**src/rtl/xbar_rr_arbiter_pkg.sv**
```systemverilog
// Shared types and helpers for the crossbar round-robin input stage.
// Holds the FSM state encoding and the port-index width rule.
package xbar_rr_arbiter_pkg;

  typedef enum logic {
    IDLE = 1'b0,
    BUSY = 1'b1
  } state_t;

  // A single requester still needs a 1-bit index so every port vector stays legal.
  function automatic int idx_width(input int n);
    return (n > 1) ? $clog2(n) : 1;
  endfunction

endpackage

```
**src/rtl/xbar_rr_pick.sv**
```systemverilog
// Combinational rotate-priority pick: first set request at or after ptr, wrapping.
// idx is only meaningful while any is high.
module xbar_rr_pick
  import xbar_rr_arbiter_pkg::*;
#(
  parameter int N_PORTS = 4,
  parameter int IDX_W   = idx_width(N_PORTS)
) (
  input  logic [N_PORTS-1:0] req,
  input  logic [IDX_W-1:0]   ptr,
  output logic [IDX_W-1:0]   idx,
  output logic               any
);

  localparam logic [IDX_W:0] N_EXT = (IDX_W+1)'(N_PORTS);

  logic [2*N_PORTS-1:0] req_dbl;
  logic [N_PORTS-1:0]   req_rot;
  logic [IDX_W-1:0]     off;
  logic [IDX_W:0]       sum_raw;

  // Rotating the doubled vector puts req[ptr] at bit 0, so a plain
  // lowest-set-bit search gives the round-robin offset.
  assign req_dbl = {req, req};
  assign req_rot = req_dbl[ptr +: N_PORTS];

  always_comb begin
    off = '0;
    any = 1'b0;
    for (int i = 0; i < N_PORTS; i++) begin
      if (!any && req_rot[i]) begin
        any = 1'b1;
        off = IDX_W'(i);
      end
    end
  end

  assign sum_raw = {1'b0, ptr} + {1'b0, off};
  assign idx     = (sum_raw >= N_EXT) ? IDX_W'(sum_raw - N_EXT) : IDX_W'(sum_raw);

endmodule

```
**src/rtl/xbar_rr_arbiter.sv**
```systemverilog
// Crossbar output-port input stage: round-robin packet arbiter that forwards
// one word per cycle from the granted port into a registered output with strobe.
module xbar_rr_arbiter
  import xbar_rr_arbiter_pkg::*;
#(
  parameter int N_PORTS = 4,
  parameter int WIDTH   = 32,
  parameter int IDX_W   = idx_width(N_PORTS)
) (
  input  logic                     clock,
  input  logic                     reset,
  input  logic [N_PORTS-1:0]       in_valid,
  input  logic [N_PORTS-1:0]       in_last,
  input  logic [N_PORTS*WIDTH-1:0] in_data,
  output logic [N_PORTS-1:0]       in_ready,
  input  logic                     out_stall,
  output logic                     out_ena,
  output logic [WIDTH-1:0]         out_data,
  output logic [IDX_W-1:0]         out_port,
  output logic                     out_last
);

  localparam logic [IDX_W-1:0] LAST_PORT = IDX_W'(N_PORTS - 1);

  state_t           state_reg, state_next;
  logic [IDX_W-1:0] ptr_reg, ptr_next;
  logic [IDX_W-1:0] grant_reg, grant_next;
  logic [IDX_W-1:0] pick_idx;
  logic             pick_any;

  logic [WIDTH-1:0] port_data [N_PORTS];
  logic [WIDTH-1:0] sel_data;
  logic             sel_valid;
  logic             sel_last;
  logic             xfer;

  generate
    for (genvar gi = 0; gi < N_PORTS; gi++) begin : g_unpack
      assign port_data[gi] = in_data[gi*WIDTH +: WIDTH];
    end
  endgenerate

  xbar_rr_pick #(
    .N_PORTS (N_PORTS),
    .IDX_W   (IDX_W)
  ) u_pick (
    .req (in_valid),
    .ptr (ptr_reg),
    .idx (pick_idx),
    .any (pick_any)
  );

  assign sel_data  = port_data[grant_reg];
  assign sel_valid = in_valid[grant_reg];
  assign sel_last  = in_last[grant_reg];
  assign xfer      = (state_reg == BUSY) && sel_valid && !out_stall;

  always_comb begin
    in_ready = '0;
    if (state_reg == BUSY) begin
      in_ready[grant_reg] = !out_stall;
    end
  end

  always_comb begin
    state_next = state_reg;
    ptr_next   = ptr_reg;
    grant_next = grant_reg;
    case (state_reg)
      IDLE: begin
        if (pick_any) begin
          grant_next = pick_idx;
          state_next = BUSY;
        end
      end
      BUSY: begin
        // Grant is held until the last beat actually transfers; no timeout.
        if (xfer && sel_last) begin
          state_next = IDLE;
          ptr_next   = (grant_reg == LAST_PORT) ? '0 : grant_reg + 1'b1;
        end
      end
      default: state_next = IDLE;
    endcase
  end

  always_ff @(posedge clock or posedge reset) begin
    if (reset) begin
      state_reg <= IDLE;
      ptr_reg   <= '0;
      grant_reg <= '0;
    end else begin
      state_reg <= state_next;
      ptr_reg   <= ptr_next;
      grant_reg <= grant_next;
    end
  end

  always_ff @(posedge clock or posedge reset) begin
    if (reset) begin
      out_ena  <= 1'b0;
      out_data <= '0;
      out_port <= '0;
      out_last <= 1'b0;
    end else begin
      out_ena <= xfer;
      if (xfer) begin
        out_data <= sel_data;
        out_port <= grant_reg;
        out_last <= sel_last;
      end
    end
  end

endmodule

```
**config.mk**
```make
export PLATFORM = sky130hd
export DESIGN_NAME = xbar_rr_arbiter
export DESIGN_NICKNAME = d
export VERILOG_FILES = /design/src/rtl/xbar_rr_arbiter_pkg.sv /design/src/rtl/xbar_rr_pick.sv /design/src/rtl/xbar_rr_arbiter.sv
export SDC_FILE = /design/constraint.sdc
export NUM_CORES = 1
export LEC_CHECK = 0
export CAP_MARGIN = 20
export CORE_ASPECT_RATIO = 1.1
export CORE_UTILIZATION = 39
export CTS_CLUSTER_DIAMETER = 120
export DETAILED_ROUTE_END_ITERATION = 7
export GPL_ROUTABILITY_DRIVEN = 0
export GPL_TIMING_DRIVEN = 0
export PLACE_DENSITY = 0.91
export RECOVER_POWER = 25
export SYNTH_ARGS = -nofsm -noshare
export SYNTH_HDL_FRONTEND = slang
export SYNTH_SLANG_ARGS = --single-unit
```
**constraint.sdc**
```tcl
create_clock -name clock -period 3.9 [get_ports clock]
set_input_delay 0.39 -clock clock [delete_from_list [all_inputs] [get_ports clock]]
set_output_delay 0.39 -clock clock [all_outputs]
set_load 0.01 [all_outputs]
```
# == Yosys cells after proc, flatten, opt, wreduce, memory -nomap -nowiden ==
# Index checks and enable logic that the tools add are counted.
# word_totals
regBits,41
in_bits,139
output_inout_bits,40
elab_cells,54
# op_classes
addsub,3
magnitude_cmp,4
n_eq_ne,1
shifts,1
n_mux,22
n_bitwise,3
reduce_logical,13
# op_table
operator,count
binary-select mux 32 bit (select 2 bit),1
2-to-1 mux 32 bit,2
2-to-1 mux 1 bit,10
2-to-1 mux 2 bit,4
variable part select 8 x 3 -> 4 bit,1
logical AND 1 bit,7
"greater-or-equal comparator 3 bit, second input constant",2
AND 4 bit,1
binary-select mux 1 bit (select 2 bit),2
zero test 1 bit,4
2-to-1 mux 4 bit,1
AND reduction 2 bit,2
adder 2 x 2 -> 3 bit,1
"< comparator 2 x 3 -> 1 bit, second input constant",1
NOT 2 -> 3 bit,1
"adder 2 x 1 -> 2 bit, second input constant",1
demux 1 bit (select 2 bit),1
"== test 2 bit, second input constant",1
"greater-or-equal comparator 2 x 1 -> 1 bit, second input constant",1
case mux 1 bit (2 select lines),1
"subtractor 2 x 1 -> 2 bit, second input constant",1
NOT 1 bit,1

# == Longest topological paths before layout ==
# depth
word_depth,14
depth_mapped,9
mapped_depth_nobuf,8

# == Cells and area by module ==
# A second synthesis with hierarchy kept.
# hier_totals
hier_cells,178
hier_area_um2,2651.3
# modules_own_cells
mod,instances,cells_each,area_per_inst_um2,seq_area_each_um2
xbar_rr_arbiter,1,150,2459.9,1026.0
xbar_rr_pick,1,28,191.4,0.0

# == Worst setup path before layout ==
# Ideal clock, no wire load.
# synth_timing
path_type,reg-to-reg
from,register grant_reg[0]
to,register ptr_reg[0]
setup_ns,0.127
arrival_time_ns,1.695
t_required_ns,3.773
slack_ns,2.077
stages_incl_launch_ff,6
period_less_slack_ns,1.823
cell_sequence,dfrtp_1 -> buf_6 -> or3b_4 -> o22ai_4 -> and2_4 -> mux2_1
# synth_between
elab_chain_cells,6
word_cells_on_any_way,11
classes_between,add/sub (1); eq/ne (1); mux (5); reduce/logical (4)
# synth_rtl
element,line_no,text
"start, declared",xbar_rr_arbiter.sv:27,"logic [IDX_W-1:0] grant_reg, grant_next;"
"start signal, assigned",xbar_rr_arbiter.sv:95,grant_reg <= grant_next;
binary-select mux 1 bit (select 2 bit),xbar_rr_arbiter.sv:54,assign sel_valid = in_valid[grant_reg];
2-to-1 mux 1 bit (not written as such),xbar_rr_arbiter.sv:54,
logical AND 1 bit (2 in series),xbar_rr_arbiter.sv:56,assign xfer = (state_reg == BUSY) && sel_valid && !out_stall;
logical AND 1 bit,xbar_rr_arbiter.sv:78,if (xfer && sel_last) begin
AND reduction 2 bit (no source line),--,
"end signal, assigned",xbar_rr_arbiter.sv:94,ptr_reg <= ptr_next;
"end, declared",xbar_rr_arbiter.sv:26,"logic [IDX_W-1:0] ptr_reg, ptr_next;"
# Several ways; a longest one is shown, not always the timed one. The select of a mux whose other input is x is not followed.
# A chain may end at the register's enable or synchronous reset.

# == Worst setup path after layout ==
# layout_timing
from,register grant_reg[1]
to,output port in_ready[0]
# layout_between
elab_chain_cells,6
word_cells_on_any_way,7
classes_between,order compare (2); mux (3); bitwise (1); reduce/logical (1)
# layout_rtl
element,line_no,text
< comparator 2 x 3 -> 1 bit (not written as such) or greater-or-equal comparator 2 x 1 -> 1 bit (tied branches),xbar_rr_arbiter.sv:61,in_ready[grant_reg] = !out_stall;
logical AND 1 bit (not written as such),xbar_rr_arbiter.sv:61,
2-to-1 mux 1 bit (not written as such),xbar_rr_arbiter.sv:61,
demux 1 bit (select 2 bit) (*),xbar_rr_arbiter.sv:61,
AND 4 bit (no source line) (*),--,
2-to-1 mux 4 bit (*),xbar_rr_arbiter.sv:60,if (state_reg == BUSY) begin
"end, declared",xbar_rr_arbiter.sv:15,"output logic [N_PORTS-1:0] in_ready,"
# Mark *: on every way between the ends. The rest lies on a longest branch, timed or not.

==> flow_summary_export.csv <==
group,metric,value,unit
global_routing,grt_util_met3,5.34,%
worst_setup_path,timing.critical_path.to,"in_ready[0]",
synth,synthesized_area_fraction_occupied_by_ao_oa_aoi_and_oai_cells,3.48,%
drt,drtIter0Drc,68,
sta,grt_setup_unrepaired,"false",
cts,clock_tree.buffer_depth,2,
final_layout,nNetsFinal,499,
final_layout,insertedDiodeCount,0,
placement,dpl.hpwl,6440,µm
synth,synth_top_area_share,39.6,%
sta,finClkSkew,0.00651,ns
final_layout,post_route_cells_drive_above_1_share,24.2,%
final_layout,commonest_non_fill_non_tap_cell_in_the_layout,"clkdlybuf4s50_1",
worst_setup_path,worstPathRequired,3.51,ns
synth,synthesis.instances,170,
worst_setup_path,worst_setup_path_end_kind,"primary output",
drt,drt-pass1-iter-count,6,
synth,synth_fa_ha_area_share,2.41,%
worst_setup_path,cp_num_buf_inv,4,
sta,timing.slew.headroom,-2.95,%
pwr,power_per_standard_cell_area,629,nW/µm²
sta,post-route-min-period,2.83,ns
drt,detail_route.wl_per_cell,18.1,µm
global_routing,maximum_number_of_pins_on_one_net_before_global_route_repair,42,
pwr,p_leak,1.78,nW
worst_setup_path,crit_start_category,"flip-flop",
sta,finalSetupViolations,0,
final_layout,syn2layout_area_growth,76.5,%
synth,post_synth_num_cell_types,27,
pwr,internal_power,1.92,mW
pwr,power.ir.vdd_worst,0.315,mV
synth,part_of_the_yosys_area_used_for_sequential_elements,39.6,%
global_routing,grt_first_pass_wirelength,12000,µm
synth,synthesis.area,2590,µm²
global_routing,busiest_layer,"met2",
worst_setup_path,worstPathCellList,"buf_2 > buf_1 > inv_1 > ha_1 > and2_1 > clkdlybuf4s50_1",
cts,cts_buffers,5,
synth,post_synth.cell_area_avg,15.2,µm²
status,failed_checks,"capacitance limit, slew limit",
global_routing,number_of_antenna_violations_at_the_first_check_in_global_routing,0,
worst_setup_path,timing.critical_path.depth,6,
worst_setup_path,critPathMaxStageDelay,0.48,ns
worst_setup_path,worst-setup-path-type,"flip-flop to primary output",
floorplanning,floorplan.die_area,6970,µm²
pwr,p_comb_share,62.9,%
floorplanning,initial_utilization,41.1,%
floorplanning,die_x,79.7,µm
pwr,seq_power_share,26.6,%
global_routing,grt_overflow_total,0,
floorplanning,die_height,87.5,µm
cts,cts_num_sinks,41,
cts,cts.repair.resized,0,
sta,finalHoldViolCount,0,
synth,synth_area_leader_cell,"dfrtp_1",
synth,yosys.area_share.simple,4.01,%
global_routing,grtUsageMet2,44.6,%
synth,synthMuxAreaShare,45.9,%
drt,finalWirelength,7870,µm
global_routing,first_global_vias,2486,
final_layout,largest_register_ff_count,32,
worst_setup_path,regToRegStartpoint,"grant_reg[1]$_DFFE_PP0P_",
synth,synth_top_family_by_area,"multiplexers",
drt,detailroute.via_count,2290,
floorplanning,io_pins,179,
floorplanning,fp-row-count,30,
worst_setup_path,setup.worst_path.start,"grant_reg[1]$_DFFE_PP0P_",
global_routing,grt_util_met1,25.0,%
cts,h-tree-depth,2,
worst_setup_path,critPathArrivalTime,2.44,ns
cts,cts_hold_repair.buffers,0,
final_layout,mostFrequentLayoutCells,"177 x clkdlybuf4s50_1, 41 x dfrtp_1, 34 x mux2_2, 33 x mux4_2",
placement,io_buffers,178,
cts,cts_tree,"yes",
sta,drv_slew,42,
worst_setup_path,reg2reg_slack,1.83,ns
synth,synth_xor_xnor_area_share,0.676,%
worst_setup_path,worstPathMaxFanout,10,
drt,drcViolationCount,0,
cts,cts.repair_timing.setup_buffer_count,0,
final_layout,regMostFlops,"out_data",
worst_setup_path,timing.reg2reg.worst_path_depth,4,
pwr,sw_share,33.2,%
worst_setup_path,r2r_end,"out_data[9]$_DFFE_PP0P_",
global_routing,total_routing_usage_reported_by_global_routing,23.1,%
pwr,pwr-share-clk,10.5,%
cts,insertion_delay,0.28,ns
synth,yosys_warnings,0,
cts,clk_pin_slew,0.08,ns
worst_setup_path,critical-path-slowest-cell,"buf_1",
status,outcome,"finished with violations",
synth,synthTopCellsByArea,"dfrtp_1 40%, mux4_2 29%, mux2_2 15%, ha_1 2.4%, buf_6 1.7%",
sta,setup_total_negative_slack,0,ns
floorplanning,core_region_area,6310,µm²
job,maxCapViolCount,1,
cts,cts.root.buffer_cell,"clkbuf_8",
worst_setup_path,critical_path.top_delay_family,"buffers and inverters",
sta,clock.fmax,0.354,GHz
sta,post-route-period-util,72.5,%
pwr,switching_power,956,µW
drt,vias_per_cell,5.25,
pwr,power.total,2.88,mW
hold_path,class_of_the_most_critical_hold_timing_path,"flip-flop to flip-flop",
sta,worst-slew-pin-transition,1.54,ns
synth,synthesis.nets,314,
drt,drtAntennaViolNets,0,
synth,yosys_register_bits,41,
[cells by family after synthesis]
kind of cell    count (synthesis)
compound gates                 12
xor+xnor                        2
fa+ha+maj                       5
buf+inv                        18
flops                          41
mux                            73
simple gates                   19
[metrics by stage]
stage	setup WS [ns]	utilization, %	area (µm²)	hold WS [ns]	std cells
6_report	1.07	72.5	4570	0.508	436
5_1_grt	0.875	72.5	4570	0.520	436
2_1_floorplan	2.08	-	2590	0.544	170
3_3_place_gp	1.38	70.9	4470	0.489	428
3_5_place_dp	1.35	70.9	4470	0.494	428
4_1_cts	1.02	72.5	4570	0.511	436
[routing by layer]
layer | vias up | routed length (µm)
li1 | 1037 | -
met1 | 1134 | 2840
met2 | 109 | 4380
met3 | 10 | 576
met4 | 0 | 73
met5 | - | 0
[layout make-up]
class | instances | area, µm²
Multi-Input combinational cell | 111 | 1460
Buffer | 12 | 80.1
Clock inverter | 1 | 5.00
Sequential cell | 41 | 1030
Tap cell | 80 | 100
Clock buffer | 7 | 96.3
Timing Repair Buffer | 178 | 1780
Inverter | 6 | 22.5
Fill cell | 465 | 1730
[cell usage after synthesis]
cell and number:
buf_1 1, nand2b_1 1, clkbuf_1 3, and2_4 1
mux4_2 33, and2_1 4, a32oi_1 1, o22ai_4 1
inv_1 6, or3b_4 1, mux2_1 2, ha_1 5
a21oi_1 2, dfrtp_1 41, o21ai_0 3, o311ai_0 1
nand2_1 3, mux2_2 34, buf_6 4, a31oi_1 1
o22ai_1 2, xnor2_1 2, mux2i_1 4, nand3b_1 2
o221ai_1 1, buf_2 4, nor2_1 7
[power groups by stage]
stage / logic [mW] / registers, mW / clock network, mW
detailed placement: 1.83 / 0.774 / 0
floorplan: 0.978 / 0.855 / 0
finish: 1.81 / 0.766 / 0.301
global placement: 1.79 / 0.760 / 0
global route: 1.94 / 0.798 / 0.325
CTS: 1.84 / 0.766 / 0.308
[worst min path at each step]
stage | from | end | slack (ns) | cells after the start
global placement | out_data[1]$_DFFE_PP0P_ | out_data[1]$_DFFE_PP0P_ | 0.49 | 1
detailed placement | out_data[27]$_DFFE_PP0P_ | out_data[27]$_DFFE_PP0P_ | 0.49 | 1
finish | out_data[2]$_DFFE_PP0P_ | out_data[2]$_DFFE_PP0P_ | 0.51 | 1
global route | out_data[7]$_DFFE_PP0P_ | out_data[7]$_DFFE_PP0P_ | 0.52 | 1
floorplan | state_reg$_DFF_PP0_ | state_reg$_DFF_PP0_ | 0.54 | 2
CTS | out_data[2]$_DFFE_PP0P_ | out_data[2]$_DFFE_PP0P_ | 0.51 | 1
(Power assumes the default switching activity.)
